File: src/rtl/lcd_capture_if.sv
// lcd_capture_if: RGB888 video input bus and SDRAM write-FIFO push port.
// master = video source / FIFO side, slave = lcd_capture.
interface lcd_capture_if;
  logic        vid_pix_en;
  logic        vid_vs;
  logic        vid_hs;
  logic        vid_de;
  logic [23:0] vid_rgb;
  logic        wr_en;
  logic [63:0] wr_data;

  modport master (
    output vid_pix_en, vid_vs, vid_hs, vid_de, vid_rgb,
    input  wr_en, wr_data
  );

  modport slave (
    input  vid_pix_en, vid_vs, vid_hs, vid_de, vid_rgb,
    output wr_en, wr_data
  );
endinterface

File: src/rtl/lcd_capture.sv
// lcd_capture: RGB888 -> RGB565, 4 pixels per 64-bit word, frame-aligned pushes.
// Optional LCD_CAP_TESTPAT_EN: pixel data replaced by in-frame pixel index.
module lcd_capture #(
  parameter int H_ACTIVE    = 800,
  parameter int V_ACTIVE    = 480,
  parameter int FRAME_WORDS = H_ACTIVE * V_ACTIVE / 4,
  parameter int WCNT_W      = 24
) (
  input  logic         clk_50m,
  input  logic         rst,
  input  logic         capture_en,
  input  logic         sdram_init_done,
  lcd_capture_if.slave vif,
  output logic         frame_done,
  output logic         frame_err,
  output logic [7:0]   frame_cnt
);

  localparam logic [WCNT_W-1:0] LAST = WCNT_W'(FRAME_WORDS - 1);

  typedef enum logic [1:0] {IDLE, WAIT_VS, CAPTURE, PAD} state_t;

  state_t            state, state_n;
  logic              pe_q, vs_q, de_q, vs_last;
  logic              vs_rise, pix_ok;
  logic [15:0]       pix;
  logic [WCNT_W-1:0] cnt, cnt_n;
  logic [1:0]        slot, slot_n;
  logic [47:0]       pack, pack_n;
  logic              ovr, ovr_n;
  logic              push, done, err_set;
  logic [63:0]       word;
  logic              push_q, done_q, done_d;
  logic [63:0]       word_q;
  logic              unused_hs;

  assign unused_hs = vif.vid_hs;

  always_ff @(posedge clk_50m or posedge rst) begin
    if (rst) begin
      pe_q    <= 1'b0;
      vs_q    <= 1'b0;
      de_q    <= 1'b0;
      vs_last <= 1'b0;
    end else begin
      pe_q <= vif.vid_pix_en;
      vs_q <= vif.vid_vs;
      de_q <= vif.vid_de;
      if (pe_q) vs_last <= vs_q;
    end
  end

  assign vs_rise = pe_q & vs_q & ~vs_last;
  assign pix_ok  = pe_q & de_q;

`ifdef LCD_CAP_TESTPAT_EN
  logic [15:0] idx;
  logic        unused_rgb;

  assign unused_rgb = ^vif.vid_rgb;
  assign pix        = idx;

  always_ff @(posedge clk_50m or posedge rst) begin
    if (rst)
      idx <= '0;
    else if (state_n == CAPTURE && (state != CAPTURE || done))
      idx <= '0;
    else if (state == CAPTURE && pix_ok)
      idx <= idx + 16'd1;
  end
`else
  logic [15:0] pix_q;
  logic        unused_rgb;

  assign unused_rgb = ^{vif.vid_rgb[18:16], vif.vid_rgb[9:8], vif.vid_rgb[2:0]};
  assign pix        = pix_q;

  always_ff @(posedge clk_50m or posedge rst) begin
    if (rst)
      pix_q <= '0;
    else
      pix_q <= {vif.vid_rgb[23:19], vif.vid_rgb[15:10], vif.vid_rgb[7:3]};
  end
`endif

  always_ff @(posedge clk_50m or posedge rst) begin
    if (rst) begin
      state <= IDLE;
      cnt   <= '0;
      slot  <= '0;
      pack  <= '0;
      ovr   <= 1'b0;
    end else begin
      state <= state_n;
      cnt   <= cnt_n;
      slot  <= slot_n;
      pack  <= pack_n;
      ovr   <= ovr_n;
    end
  end

  always_comb begin
    state_n = state;
    cnt_n   = cnt;
    slot_n  = slot;
    pack_n  = pack;
    ovr_n   = ovr;
    push    = 1'b0;
    done    = 1'b0;
    err_set = 1'b0;
    word    = '0;
    unique case (state)
      IDLE: begin
        ovr_n = 1'b0;
        if (capture_en && sdram_init_done) state_n = WAIT_VS;
      end
      WAIT_VS: begin
        if (!capture_en) begin
          state_n = IDLE;
        end else if (vs_rise) begin
          state_n = CAPTURE;
          cnt_n   = '0;
          slot_n  = '0;
          ovr_n   = 1'b0;
        end else if (pix_ok && ovr) begin
          err_set = 1'b1;
        end
      end
      CAPTURE: begin
        if (pix_ok) begin
          slot_n = slot + 2'd1;
          pack_n = {pack[31:0], pix};
          if (slot == 2'd3) begin
            push  = 1'b1;
            word  = {pack, pix};
            cnt_n = cnt + WCNT_W'(1);
          end
        end
        // a VS edge landing on the last word starts the next frame at once
        if (push && cnt == LAST) begin
          done   = 1'b1;
          cnt_n  = '0;
          slot_n = '0;
          if (!capture_en) begin
            state_n = IDLE;
          end else if (vs_rise) begin
            state_n = CAPTURE;
          end else begin
            state_n = WAIT_VS;
            ovr_n   = 1'b1;
          end
        end else if (vs_rise) begin
          err_set = 1'b1;
          slot_n  = '0;
          state_n = PAD;
        end
      end
      PAD: begin
        push  = 1'b1;
        cnt_n = cnt + WCNT_W'(1);
        if (cnt == LAST) begin
          done    = 1'b1;
          cnt_n   = '0;
          state_n = capture_en ? WAIT_VS : IDLE;
        end
      end
      default: state_n = IDLE;
    endcase
  end

  always_ff @(posedge clk_50m or posedge rst) begin
    if (rst) begin
      push_q      <= 1'b0;
      word_q      <= '0;
      done_q      <= 1'b0;
      done_d      <= 1'b0;
      vif.wr_en   <= 1'b0;
      vif.wr_data <= '0;
      frame_done  <= 1'b0;
      frame_err   <= 1'b0;
      frame_cnt   <= '0;
    end else begin
      push_q      <= push;
      word_q      <= word;
      done_q      <= done;
      done_d      <= done_q;
      vif.wr_en   <= push_q;
      vif.wr_data <= word_q;
      frame_done  <= done_d;
      frame_err   <= frame_err | err_set;
      if (done_d) frame_cnt <= frame_cnt + 8'd1;
    end
  end

endmodule

File: src/flat_wrapper.sv
// flat-port wrapper written by rule: the top's interface ports become plain ports
module lcd_capture_flat 
#(
  parameter int H_ACTIVE    = 800,
  parameter int V_ACTIVE    = 480,
  parameter int FRAME_WORDS = H_ACTIVE * V_ACTIVE / 4,
  parameter int WCNT_W      = 24
)
  (clk_50m, rst, capture_en, sdram_init_done, frame_done, frame_err, frame_cnt, vif_vid_pix_en, vif_vid_vs, vif_vid_hs, vif_vid_de, vif_vid_rgb, vif_wr_en, vif_wr_data);
  lcd_capture_if vif_i ();
  input  logic clk_50m;
  input  logic rst;
  input  logic capture_en;
  input  logic sdram_init_done;
  output logic frame_done;
  output logic frame_err;
  output logic [7:0] frame_cnt;
  input wire logic [$bits(vif_i.vid_pix_en)-1:0] vif_vid_pix_en;
  input wire logic [$bits(vif_i.vid_vs)-1:0] vif_vid_vs;
  input wire logic [$bits(vif_i.vid_hs)-1:0] vif_vid_hs;
  input wire logic [$bits(vif_i.vid_de)-1:0] vif_vid_de;
  input wire logic [$bits(vif_i.vid_rgb)-1:0] vif_vid_rgb;
  output wire logic [$bits(vif_i.wr_en)-1:0] vif_wr_en;
  output wire logic [$bits(vif_i.wr_data)-1:0] vif_wr_data;
  assign vif_i.vid_pix_en = vif_vid_pix_en;
  assign vif_i.vid_vs = vif_vid_vs;
  assign vif_i.vid_hs = vif_vid_hs;
  assign vif_i.vid_de = vif_vid_de;
  assign vif_i.vid_rgb = vif_vid_rgb;
  assign vif_wr_en = vif_i.wr_en;
  assign vif_wr_data = vif_i.wr_data;
  lcd_capture #(.H_ACTIVE(H_ACTIVE), .V_ACTIVE(V_ACTIVE), .FRAME_WORDS(FRAME_WORDS), .WCNT_W(WCNT_W)) u_core (.clk_50m(clk_50m), .rst(rst), .capture_en(capture_en), .sdram_init_done(sdram_init_done), .vif(vif_i), .frame_done(frame_done), .frame_err(frame_err), .frame_cnt(frame_cnt));
endmodule
File: config.mk
export PLATFORM = sky130hd
export DESIGN_NAME = lcd_capture_flat
export DESIGN_NICKNAME = d
export VERILOG_FILES = /design/src/rtl/lcd_capture_if.sv /design/src/rtl/lcd_capture.sv /design/src/flat_wrapper.sv
export SDC_FILE = /design/constraint.sdc
export NUM_CORES = 1
export LEC_CHECK = 0
export ABC_CLOCK_PERIOD_IN_PS = 13400
export BUFFER_PORTS_ARGS = -buffer_cell sky130_fd_sc_hd__buf_2
export CORE_MARGIN = 2
export CORE_UTILIZATION = 51
export DETAILED_ROUTE_END_ITERATION = 7
export PLACE_DENSITY = 0.72
export SLEW_MARGIN = 20
export SYNTH_ARGS = -nofsm -noshare
export SYNTH_HDL_FRONTEND = slang
export SYNTH_SLANG_ARGS = --single-unit
export TNS_END_PERCENT = 20
File: constraint.sdc
create_clock -name clk_50m -period 13.4 [get_ports clk_50m]
set_input_delay 1.34 -clock clk_50m [delete_from_list [all_inputs] [get_ports clk_50m]]
set_output_delay 1.34 -clock clk_50m [all_outputs]
set_load 0.01 [all_outputs]
Word-level counts from Yosys, hierarchy flattened --
Cells that the tools add are included.
Word-level totals: bits in registers 239, latch bits 0, bits in writable memories 0, memory bits (read-only) 0, bits of input ports 32, output and inout port bits 75, logic and storage cells 101, memories kept 0
Cells by class: add/sub/neg operators 3, $mul 0, div/mod/pow operators 0, $lt $le $gt $ge 0, eq/ne operators 17, shift-type cells 0, muxes and demuxes 45, bitwise gates (word level) 5, reductions and logical operators 12
Operator list (count):
- $mux 64 | 3
- $mux 24 | 6
- $pmux 24 s3 | 1
- $mux 2 | 13
- $add 24x1->24 const B | 1
- $eq 24x17->1 const B | 1
- $mux 1 | 16
- $ne 3x1->1 const B | 3
- $add 8x1->8 const B | 1
- $ne 2x1->1 const B | 4
- $pmux 2 s4 | 1
- $reduce_and 4->1 | 2
- $eq 2x2->1 const B | 3
- $ne 2x2->1 const B | 3
- $pmux 1 s2 | 3
- $reduce_and 6->1 | 1
- $reduce_bool 3->1 | 2
- $reduce_and 5->1 | 1
- $ne 4x1->1 const B | 1
- $pmux 2 s2 | 1
- $and 1x1->1 | 3
- $logic_and 1x1->1 | 3
- $ne 3x2->1 const B | 1
- $pmux 1 s3 | 1
- other kinds (7) | 7

Depth between registers and ports, before layout --
Gate-level depths: netlist (run 1).
word-level depth 8, depth in mapped cells 8, depth with buffers taken out 7

Worst setup path after synthesis (run 1) --
OpenSTA, ideal clock, no wires.
kind input -> register, start point input capture_en, end point register u_core.cnt[23], setup time 0.077 ns, arrival 2.557 ns, data required time 13.323 ns, path slack 10.766 ns, stages 5, path buffers 0, path through nand4b_1 a221oi_2 nand4_1 or3_1 a21oi_1
On the way: longest elaborated chain between the ends 2
Ends and longest elaborated chain:
- from (decl) | line flat_wrapper.sv:13 | input logic capture_en;
- $ne 2x2->1 (no line)
- $reduce_and 5->1 (no line)
- to (signal assigned) | line lcd_capture.sv:95 | cnt <= cnt_n;
- to (decl) | line lcd_capture.sv:27 | logic [WCNT_W-1:0] cnt, cnt_n;
Every way passes these cells. A chain may end at the register's enable or synchronous reset.

Final worst setup path (run 1) --
start point register u_core.slot[0], end point register u_core.cnt[23]
On the way: longest elaborated chain between the ends 7, elaborated cells on any way between the ends 10, classes of those cells eq/ne: 3; mux: 5; reduce/logical: 2
Ends and longest elaborated chain:
- from (decl) | line lcd_capture.sv:28 | logic [1:0] slot, slot_n;
- from (signal assigned) | line lcd_capture.sv:96 | slot <= slot_n;
- $eq 2x2->1 * | line lcd_capture.sv:133 | if (slot == 2'd3) begin
- $mux 1 | line lcd_capture.sv:133
- $mux 1 | line lcd_capture.sv:130 | if (pix_ok) begin
- $mux 1 | line lcd_capture.sv:112 | unique case (state)
- $logic_and 1x1->1 | line lcd_capture.sv:140 | if (push && cnt == LAST) begin
- $ne 3x1->1 (no line) or $mux 24 (tied branches)
- $reduce_and 5->1 (no line) or $pmux 24 s3 (tied branches)
Every way passes the cells marked *; elsewhere a longest branch is shown, timed or not. The select of a mux whose other input is x is not followed.

==> impl_metrics.py, run 1 <==
metrics = {
    "outcome": {
        "status": "completed",
    },
    "synthesis": {
        "seq_area_frac_synth_pct": 72.8,
        "synth_top_area_cell": "dfrtp_1",
        "ys_async_sr_fraction_pct": 100,
        "synthFlopType": "dfrtp_1",
        "syn_avg_cell_area_um2": 14.7,
        "synthTopCellsByArea": "dfrtp_1 73%, mux2_2 7.0%, and3_1 5.1%",
        "synth_edf_count": 0,
        "synthDistinctLibCells": 49,
        "yosysMostFrequentCell": "dfrtp_1",
        "ys_ff_latch": 239,
        "synth_top_family_by_area": "simple AND/OR/NAND/NOR gates",
        "syn-num-nets": 598,
        "synth_fa_ha_area_share_pct": 1.22,
        "yosys_warnings": 0,
        "synth_xor_area_share_pct": 2.13,
        "synth_common_cells": "239 x dfrtp_1, 67 x and3_1, 51 x mux2_2",
        "synthCells": 558,
        "synthesis.area_um2": 8210,
        "muxShareOfSynthArea_pct": 7.11,
        "yosys.area_share.simple_pct": 11.4,
        "synth_compound_area_share_pct": 3.72,
        "netlist.area_leader.share_pct": 72.8,
    },
    "global_routing": {
        "grt.overflow.total": 0,
        "grt_pass1_vias": 4561,
        "gr-usage-all-layers_pct": 17.0,
        "grt_pass1_wl_um": 23000,
        "antenna_found_initial": 2,
        "grt_max_degree": 166,
    },
    "floorplanning": {
        "start_util_pct": 51.9,
        "die_y_um": 131,
        "die_area_um2": 17100,
        "ios": 107,
        "die_w_um": 131,
        "core_area_um2": 15800,
        "num_rows": 46,
    },
    "power": {
        "power_switching_w": 0.000263,
        "ir_drop_uv": 90.5,
        "switching_share_pct": 19.8,
        "cellPowerDensity_nw_per_um2": 139,
        "p_int_w": 0.00107,
        "clkPwrFrac_pct": 44.1,
        "seq_power_share_pct": 54.6,
        "p_comb_share_pct": 1.3,
        "finalPower_w": 0.00133,
        "p_leak_nw": 5.18,
    },
    "timing": {
        "setup_ws_ns": 10.12,
        "timing.final.crit_share_pct": 24.5,
        "fin_skew_ns": 0.0123,
        "hold_viol_final": 0,
        "grt_setup_unrepaired": "false",
        "slew_violations": 0,
        "setup_viol": 0,
        "setup_tns_ns": 0,
        "worst-slew-pin-transition_ns": 1.07,
        "fin_crit_ns": 3.28,
        "relSlewSlack_pct": 28.7,
        "fmax_ghz": 0.305,
    },
    "worst_setup_path": {
        "timing.rr.start": "u_core.slot[0]",
        "cp_slowest_cell": "ha_2",
        "path_depth": 7,
        "crit_family": "simple AND/OR/NAND/NOR gates",
        "endpoint": "u_core.cnt[23]",
        "cp-start-kind": "register",
        "r2r.worst_path.cells": 7,
        "criticalPathCategory": "reg2reg",
        "max_stage_delay_ns": 0.83,
        "r2r_end": "u_core.cnt[23]",
        "crit_buf_inv": 1,
        "arrival_ns": 3.69,
        "path_max_fanout": 66,
        "rrSetupSlack_ns": 10.12,
        "crit_path_start": "u_core.slot[0]",
        "critPathCaptureType": "register",
        "path_cells": "ha_2, nand3_1, a221oi_2, clkbuf_4, nand4_1, or3_1, a21oi_1",
        "required_ns": 13.81,
    },
    "route": {
        "vias_per_cell": 5.22,
        "dr.pass1.iters": 4,
        "wl_per_cell_um": 15.6,
        "drt-total-wl_um": 13900,
        "antenna_left": 0,
        "drc": 0,
        "drt_iter0_drc": 364,
        "routed-via-count": 4642,
    },
    "placed_design": {
        "place_hpwl_um": 8670,
        "pre_cts_ws_ns": 9.73,
        "numPortBuffers": 97,
        "gp_congestion": 0.810,
    },
    "layout": {
        "area_delta_synth_final_pct": 17.0,
        "final_layout_size_suffix_gt1_share_pct": 28.6,
        "final_nets": 699,
        "fillCellCount": 1216,
    },
    "clock_network": {
        "clk-insertion-delay-late_ns": 0.50,
        "cts_resized": 0,
        "clkTransAtPathRegs_ns": 0.06,
        "cts_buffers": 23,
        "cts_tree": "done",
        "cts_hold_buf": 0,
        "htree_levels": 1,
        "cts_buffer_depth": 3,
        "cts-root-buf": "clkbuf_16",
        "postCtsSetupBuffers": 0,
        "clock_sinks": 239,
    },
    "hold_path": {
        "min_path_type": "reg2reg",
    },
    "run": {
        "maxCapViolations": 0,
    },
}
-- power groups by stage --
stage                     logic [W]  clock network (W)  registers, W
after CTS                 0.0000192           0.000605      0.000727
after floorplan           0.0000117                  0      0.000740
after global placement    0.0000185                  0      0.000740
after global routing      0.0000217           0.000637      0.000727
after detailed placement  0.0000192                  0      0.000740
final                     0.0000179           0.000587      0.000727
-- layer usage --
layer / track usage, % / wire [um] / up-vias
met5: 0 / 0 / -
met4: 6.01 / 380 / 0
met3: 3.62 / 797 / 38
met2: 27.0 / 6500 / 134
met1: 23.6 / 6180 / 2318
li1: - / - / 2152
-- placed cells by master (no fill, tap or decap), drive strengths merged, types with 2 or more instances in the layout --
cell	instances
nor4	2
inv	6
clkinv	4
a22o	2
and3	67
nor4b	2
dfrtp	239
nor3	9
clkbuf	32
nor3b	2
o211ai	3
nand3	13
buf	100
a21oi	6
xnor2	6
o21ai	13
nand4	13
nand2	23
nor2	21
o311ai	3
ha	8
a21o	2
xor2	14
and4	4
and2	3
mux2	51
clkinvlp	2
or3	3
diode	2
-- flip-flops by register name (all words and copies together) (netlist names), 2 cells and up --
signal              cells
u_core.cnt             24
u_core.word_q          64
u_core.vif.wr_data     64
u_core.slot             2
u_core.frame_cnt        8
u_core.state            2
u_core.pack            48
u_core.pix             16
-- worst min-delay path by stage --
stage / from / end / slack (ns) / cells past startpoint
floorplan: u_core.done_q / u_core.done_d / 0.33 / 0
global placement: u_core.word_q[36] / u_core.vif.wr_data[36] / 0.33 / 0
detailed placement: u_core.word_q[18] / u_core.vif.wr_data[18] / 0.33 / 0
CTS: u_core.word_q[52] / u_core.vif.wr_data[52] / 0.35 / 0
global route: u_core.word_q[37] / u_core.vif.wr_data[37] / 0.35 / 0
finish: u_core.word_q[21] / u_core.vif.wr_data[21] / 0.34 / 0
-- stage by stage --
stage	hold slack, ns	std cells	utilization [%]	instance area (um2)
after floorplan	0.331	558	-	8210
after CTS	0.348	887	60.6	9590
after global placement	0.332	849	56.3	8900
after global routing	0.352	888	60.7	9600
final	0.344	890	60.7	9610
after detailed placement	0.335	849	56.3	8900
-- worst reg2reg max path, delay by kind of cell (launching register included) --
family / cells / cell delay [ns]
buf+inv: 1 / 0.34
flops: 1 / 0.37
compound gates: 2 / 0.72
simple gates: 3 / 0.95
fa+ha+maj: 1 / 0.83
-- layout make-up --
class | instances | area (um2) | share of cell area (%)
diodes | 2 | 5.00 | 0.0521
clock inverters | 7 | 68.8 | 0.716
multi-input cells | 288 | 2110 | 22.0
inverters | 6 | 35.0 | 0.365
clock buffers | 31 | 616 | 6.41
repair buffers | 101 | 515 | 5.37
flip-flops and latches | 239 | 5980 | 62.3
well taps | 216 | 270 | 2.81
-- cells by family (layout without fill, tap and decap cells) --
family / Yosys count / after routing
adders and majority gates: 8 / 8
buffers and inverters: 31 / 145
DFF: 239 / 239
other: 0 / 2
and+or+nand+nor: 166 / 166
muxes: 52 / 52
xor gates and xnor gates: 20 / 20
AOI/OAI and AO/OA: 42 / 42
No activity file was read; power rests on OpenSTA's default activity.
==> inputs of run 2 (changes only) <==
--- a/config.mk
+++ b/config.mk
@@ -5,12 +5,12 @@
 export SDC_FILE = /design/constraint.sdc
 export NUM_CORES = 1
 export LEC_CHECK = 0
-export ABC_CLOCK_PERIOD_IN_PS = 13400
+export ABC_CLOCK_PERIOD_IN_PS = 2900
 export BUFFER_PORTS_ARGS = -buffer_cell sky130_fd_sc_hd__buf_2
 export CORE_MARGIN = 2
 export CORE_UTILIZATION = 51
 export DETAILED_ROUTE_END_ITERATION = 7
-export PLACE_DENSITY = 0.72
+export PLACE_DENSITY = 0.75
 export SLEW_MARGIN = 20
 export SYNTH_ARGS = -nofsm -noshare
 export SYNTH_HDL_FRONTEND = slang
==> constraint.sdc (replaced) <==
create_clock -name clk_50m -period 2.9 [get_ports clk_50m]
set_input_delay 0.29 -clock clk_50m [delete_from_list [all_inputs] [get_ports clk_50m]]
set_output_delay 0.29 -clock clk_50m [all_outputs]
set_load 0.01 [all_outputs]
==> run 2 against run 1 <==
  * Fmax is 32% higher
  * Register-to-register slack worse by 9.7 ns
  * First-iteration DRC count is 10% lower
  * Sequential share of layout area is 3.0 points lower
  * Critical endpoint unchanged
  * Die area stayed put
  * Cell area is 5.0% higher
  * Combinational power grew to 6.4 times the previous value
  * Clock-buffer cell count is 1 higher
  * Power grew to 5.1 times the previous value
==> impl_metrics.py, run 2 (synthesized netlist as in run 1, its figures left out) <==
metrics = {
    "outcome": {
        "status": "completed",
    },
    "worst_setup_path": {
        "required_ns": 3.26,
        "critPathCaptureType": "register",
        "arrival_ns": 2.86,
        "path_max_fanout": 14,
        "timing.rr.start": "u_core.cnt[0]",
        "cp_slowest_cell": "nor3_4",
        "crit_path_start": "u_core.cnt[0]",
        "max_stage_delay_ns": 0.50,
        "cp-start-kind": "register",
        "path_cells": "ha_1, nand4_1, or3_1, o31a_4, nor3_4, a21oi_1",
        "criticalPathCategory": "reg2reg",
    },
    "layout": {
        "final_util_pct": 63.7,
        "reg_top3": "u_core.vif.wr_data (64), u_core.word_q (64), u_core.pack (48)",
        "area_delta_synth_final_pct": 22.8,
        "final_layout_size_suffix_gt1_share_pct": 29.6,
        "final_nets": 725,
        "layout_commonest_cell": "dfrtp_1",
        "final_cell_mix": "239 x dfrtp_1, 97 x buf_2, 67 x and3_1, 51 x mux2_2, 24 x clkbuf_16",
    },
    "global_routing": {
        "grt.busiest_layer": "met2",
        "gr-usage-all-layers_pct": 17.4,
        "grtUsageMet2_pct": 27.9,
        "antenna_found_initial": 0,
        "grt_pass1_vias": 4702,
        "grt_max_degree": 114,
        "grt.overflow.total": 0,
        "use_met3_pct": 3.05,
        "use_met1_pct": 24.7,
        "grt_pass1_wl_um": 23700,
    },
    "route": {
        "drt_iter0_drc": 327,
        "routed-via-count": 4700,
        "drt-total-wl_um": 14200,
        "drc": 0,
        "dr.pass1.iters": 4,
        "vias_per_cell": 5.11,
        "wl_per_cell_um": 15.5,
        "antenna_left": 0,
    },
    "placed_design": {
        "place_hpwl_um": 8930,
        "numPortBuffers": 97,
        "gp_congestion": 0.818,
    },
    "power": {
        "p_comb_share_pct": 1.7,
        "p_leak_nw": 5.39,
        "seq_power_share_pct": 49.6,
        "p_int_w": 0.00545,
        "finalPower_w": 0.00677,
        "ir_drop_uv": 434,
        "power_switching_w": 0.00132,
        "cellPowerDensity_nw_per_um2": 671,
        "switching_share_pct": 19.5,
        "clkPwrFrac_pct": 48.7,
    },
    "floorplanning": {
        "start_util_pct": 51.9,
        "core_area_um2": 15800,
        "die_area_um2": 17100,
        "ios": 107,
        "num_rows": 46,
        "die_w_um": 131,
        "die_y_um": 131,
    },
    "timing": {
        "fmax_ghz": 0.401,
        "fin_crit_ns": 2.49,
        "timing.final.crit_share_pct": 86.0,
        "fin_skew_ns": 0.00778,
        "relSlewSlack_pct": 46.3,
        "grt_setup_unrepaired": "false",
        "worst-slew-pin-transition_ns": 0.799,
        "setup_viol": 0,
        "hold_viol_final": 0,
        "slew_violations": 0,
    },
    "clock_network": {
        "htree_levels": 1,
        "cts-root-buf": "clkbuf_16",
        "cts_resized": 0,
        "cts_buffer_depth": 3,
        "cts_buffers": 24,
        "clock_sinks": 239,
        "clk-insertion-delay-late_ns": 0.52,
        "cts_tree": "done",
        "clkTransAtPathRegs_ns": 0.06,
    },
    "run": {
        "maxCapViolations": 0,
    },
    "hold_path": {
        "min_path_type": "in2reg",
        "hold_start": "capture_en",
    },
}
## run 2: changes by cell type in the layout (fill, tap and decap cells not counted), sizes merged
cell         change
dlygate4sd3     +20
clkinvlp         +2
bufinv           +3
inv              -1
buf              +6
diode            -1
## run 2: routing by layer
metal / wire length, um / up-vias
met5: 0 / -
met4: 194 / 0
met3: 614 / 16
met2: 6900 / 106
met1: 6530 / 2374
li1: - / 2204
## run 2: repair_timing
item | CTS | global route
hold endpoints to repair | 42 | 0
hold buffers | 20 | 0
setup buffers | 0 | 0
## run 2: worst max-delay path, delay by kind of cell (launching register included)
| family | cells | cell delay [ns] |
|---|---|---|
| flip-flops | 1 | 0.39 |
| AO/OA/AOI/OAI | 2 | 0.53 |
| AND/OR/NAND/NOR | 3 | 1.16 |
| adder cells (fa/ha/maj) | 1 | 0.26 |
## run 2: through the flow
stage,area [um2],setup TNS (ns),worst slack [ns],cells,hold slack (ns)
6_report,10100,0,0.406,919,0.148
5_1_grt,10100,0,0.190,918,0.151
4_1_cts,10100,0,0.411,918,0.122
3_5_place_dp,8990,0,0.440,855,0.335
3_3_place_gp,8990,0,0.499,855,0.332
2_1_floorplan,8220,-125.20,-0.524,558,0.321
## run 2: final timing paths
kind                                                to  slack (ns)  depth (start not counted)
worst min register to register  u_core.vif.wr_data[37]        0.35                          0
worst max register to register          u_core.cnt[23]        0.41                          6
min in group asynchronous            u_core.word_q[42]        0.43                          3
worst min-delay path                   u_core.state[0]        0.15                          3
worst max-delay path                    u_core.cnt[23]        0.41                          6
max in group asynchronous                  u_core.pe_q        1.55                          4
## run 2: final cells by class
cell class                      count  area [um2]
Inverter                            6        26.3
Clock inverter                     11         188
Timing Repair Buffer              126         803
Sequential cell                   239        5980
Antenna cell                        1        2.50
Tap cell                          216         270
Clock buffer                       32         701
Fill cell                        1132        5740
Multi-Input combinational cell    288        2110
## run 2: power by group through the flow
stage / clock, W / sequential [W] / combinational, W
finish: 0.00330 / 0.00336 / 0.000115
global route: 0.00355 / 0.00336 / 0.000135
CTS: 0.00339 / 0.00336 / 0.000120
detailed placement: 0 / 0.00342 / 0.0000991
global placement: 0 / 0.00342 / 0.0000968
floorplan: 0 / 0.00342 / 0.0000544
==> inputs of run 3 (changes only) <==
--- a/config.mk
+++ b/config.mk
@@ -11,6 +11,7 @@
 export CORE_UTILIZATION = 51
 export DETAILED_ROUTE_END_ITERATION = 7
 export PLACE_DENSITY = 0.75
+export REMOVE_ABC_BUFFERS = 1
 export SLEW_MARGIN = 20
 export SYNTH_ARGS = -nofsm -noshare
 export SYNTH_HDL_FRONTEND = slang
==> run 3 against run 2 <==
  * Sequential cell count stayed put
  * Fmax decreased by 0.62%
  * Global-route usage about the same
  * Critical endpoint is now u_core.cnt[19]
  * Largest cell class unchanged
==> impl_metrics.py, run 3 (synthesized netlist as in run 1, its figures left out) <==
metrics = {
    "placed_design": {
        "gp_congestion": 0.822,
        "dp.cells": 854,
        "numPortBuffers": 97,
        "place_hpwl_um": 8600,
    },
    "route": {
        "drt_iter0_drc": 332,
        "antenna_left": 0,
        "dr.pass1.iters": 4,
        "drc": 0,
        "drt-total-wl_um": 14400,
        "routed-via-count": 4739,
        "vias_per_cell": 5.17,
        "wl_per_cell_um": 15.7,
    },
    "floorplanning": {
        "die_w_um": 131,
        "die_area_um2": 17100,
        "num_rows": 46,
        "start_util_pct": 51.9,
        "die_y_um": 131,
        "ios": 107,
        "core_area_um2": 15800,
    },
    "power": {
        "p_leak_nw": 5.36,
        "cellPowerDensity_nw_per_um2": 651,
        "ir_drop_uv": 481,
        "finalPower_w": 0.00649,
    },
    "global_routing": {
        "grt_max_degree": 114,
        "grt_pass1_wl_um": 23500,
        "grt.overflow.total": 0,
        "grt_pass1_vias": 4863,
        "antenna_found_initial": 1,
        "gr-usage-all-layers_pct": 17.4,
    },
    "layout": {
        "layout.cells.non_filler": 917,
        "final_cell_mix": "239 x dfrtp_1, 97 x buf_2, 67 x and3_1, 51 x mux2_2, 25 x clkbuf_16",
        "final_layout_size_suffix_gt1_share_pct": 29.3,
        "layout_commonest_cell": "dfrtp_1",
        "fillCellCount": 1142,
        "final_nets": 724,
        "area_delta_synth_final_pct": 21.5,
        "reg_top3": "u_core.vif.wr_data (64), u_core.word_q (64), u_core.pack (48)",
    },
    "worst_setup_path": {
        "crit_family": "simple AND/OR/NAND/NOR gates",
        "timing.rr.start": "u_core.cnt[0]",
        "crit_path_start": "u_core.cnt[0]",
        "required_ns": 3.26,
        "max_stage_delay_ns": 0.50,
        "path_max_fanout": 14,
        "criticalPathCategory": "reg2reg",
        "critPathCaptureType": "register",
        "crit_buf_inv": 0,
        "cp_slowest_cell": "nor3_4",
        "path_cells": "ha_1, nand4_1, or3_1, o31a_4, nor3_4, nor2_1",
        "arrival_ns": 2.87,
        "cp-start-kind": "register",
    },
    "timing": {
        "fin_crit_ns": 2.51,
        "fin_skew_ns": 0.0171,
        "relSlewSlack_pct": 46.3,
        "timing.final.crit_share_pct": 86.5,
        "worst-slew-pin-transition_ns": 0.799,
        "hold_viol_final": 0,
        "grt_setup_unrepaired": "false",
        "slew_violations": 0,
        "fmax_ghz": 0.398,
        "setup_viol": 0,
    },
    "run": {
        "maxCapViolations": 0,
    },
    "hold_path": {
        "min_path_type": "in2reg",
        "hold_start": "capture_en",
    },
    "outcome": {
        "status": "completed",
    },
    "clock_network": {
        "cts_buffers": 24,
        "clock_sinks": 239,
        "cts_resized": 0,
        "cts_tree": "done",
        "cts-root-buf": "clkbuf_16",
        "htree_levels": 1,
        "clk-insertion-delay-late_ns": 0.51,
        "clkTransAtPathRegs_ns": 0.06,
        "cts_buffer_depth": 3,
    },
}
-- run 3: final timing paths --
kind	slack, ns	end	depth (start not counted)
max	0.39	u_core.cnt[19]	6
min	0.15	u_core.state[0]	3
max reg2reg	0.39	u_core.cnt[19]	6
min reg2reg	0.34	u_core.vif.wr_data[61]	0
max in group asynchronous	1.66	u_core.word_q[13]	4
min in group asynchronous	0.45	u_core.word_q[12]	3
-- run 3: final cells by class --
cell class,instances,area [um2],share of cell area [%]
clock buffer,33,716,7.17
sequential,239,5980,59.9
tap,216,270,2.71
multi-input combinational,288,2110,21.2
timing repair buffer,125,783,7.85
antenna,1,2.50,0.0251
clock inverter,9,85.1,0.852
inverter,6,30.0,0.301
-- run 3: power breakdown --
group          total [W]  internal, W  switching, W
combinational   0.000112    0.0000380     0.0000743
sequential       0.00336      0.00335    0.00000834
clock            0.00302      0.00182       0.00121
total            0.00649      0.00521       0.00129
-- run 3: worst min-delay path, delay by kind of cell --
| family | cells | cell delay, ns |
|---|---|---|
| AOI/OAI and AO/OA | 1 | 0.11 |
| and+or+nand+nor | 1 | 0.08 |
| buffers and inverters | 1 | 0.13 |
-- run 3: timing repair --
action,4_1_cts,5_1_grt
setup buffers,0,0
hold endpoints to repair,111,0
hold buffers,20,0
-- run 3: through the flow --
stage | setup TNS (ns) | hold WS [ns] | worst slack [ns] | util (%) | cell area [um2]
after CTS | 0 | 0.136 | 0.430 | 63.1 | 9980
after detailed placement | 0 | 0.335 | 0.459 | 56.7 | 8980
after global routing | 0 | 0.151 | 0.265 | 63.1 | 9980
after global placement | 0 | 0.332 | 0.534 | 56.7 | 8980
final | 0 | 0.154 | 0.390 | 63.1 | 9980
after floorplan | -1160.12 | 0.321 | -3.95 | - | 8110
-- run 3: per-layer routing --
layer / global-route usage (%) / share of wire [%] / wire, um / up-vias
met4: 5.76 / 2.1 / 304 / 0
met5: 0 / 0 / 0 / -
met1: 22.9 / 43 / 6190 / 2393
met2: 28.7 / 49 / 7050 / 112
met3: 4.15 / 5.7 / 814 / 32
li1: - / - / - / 2202
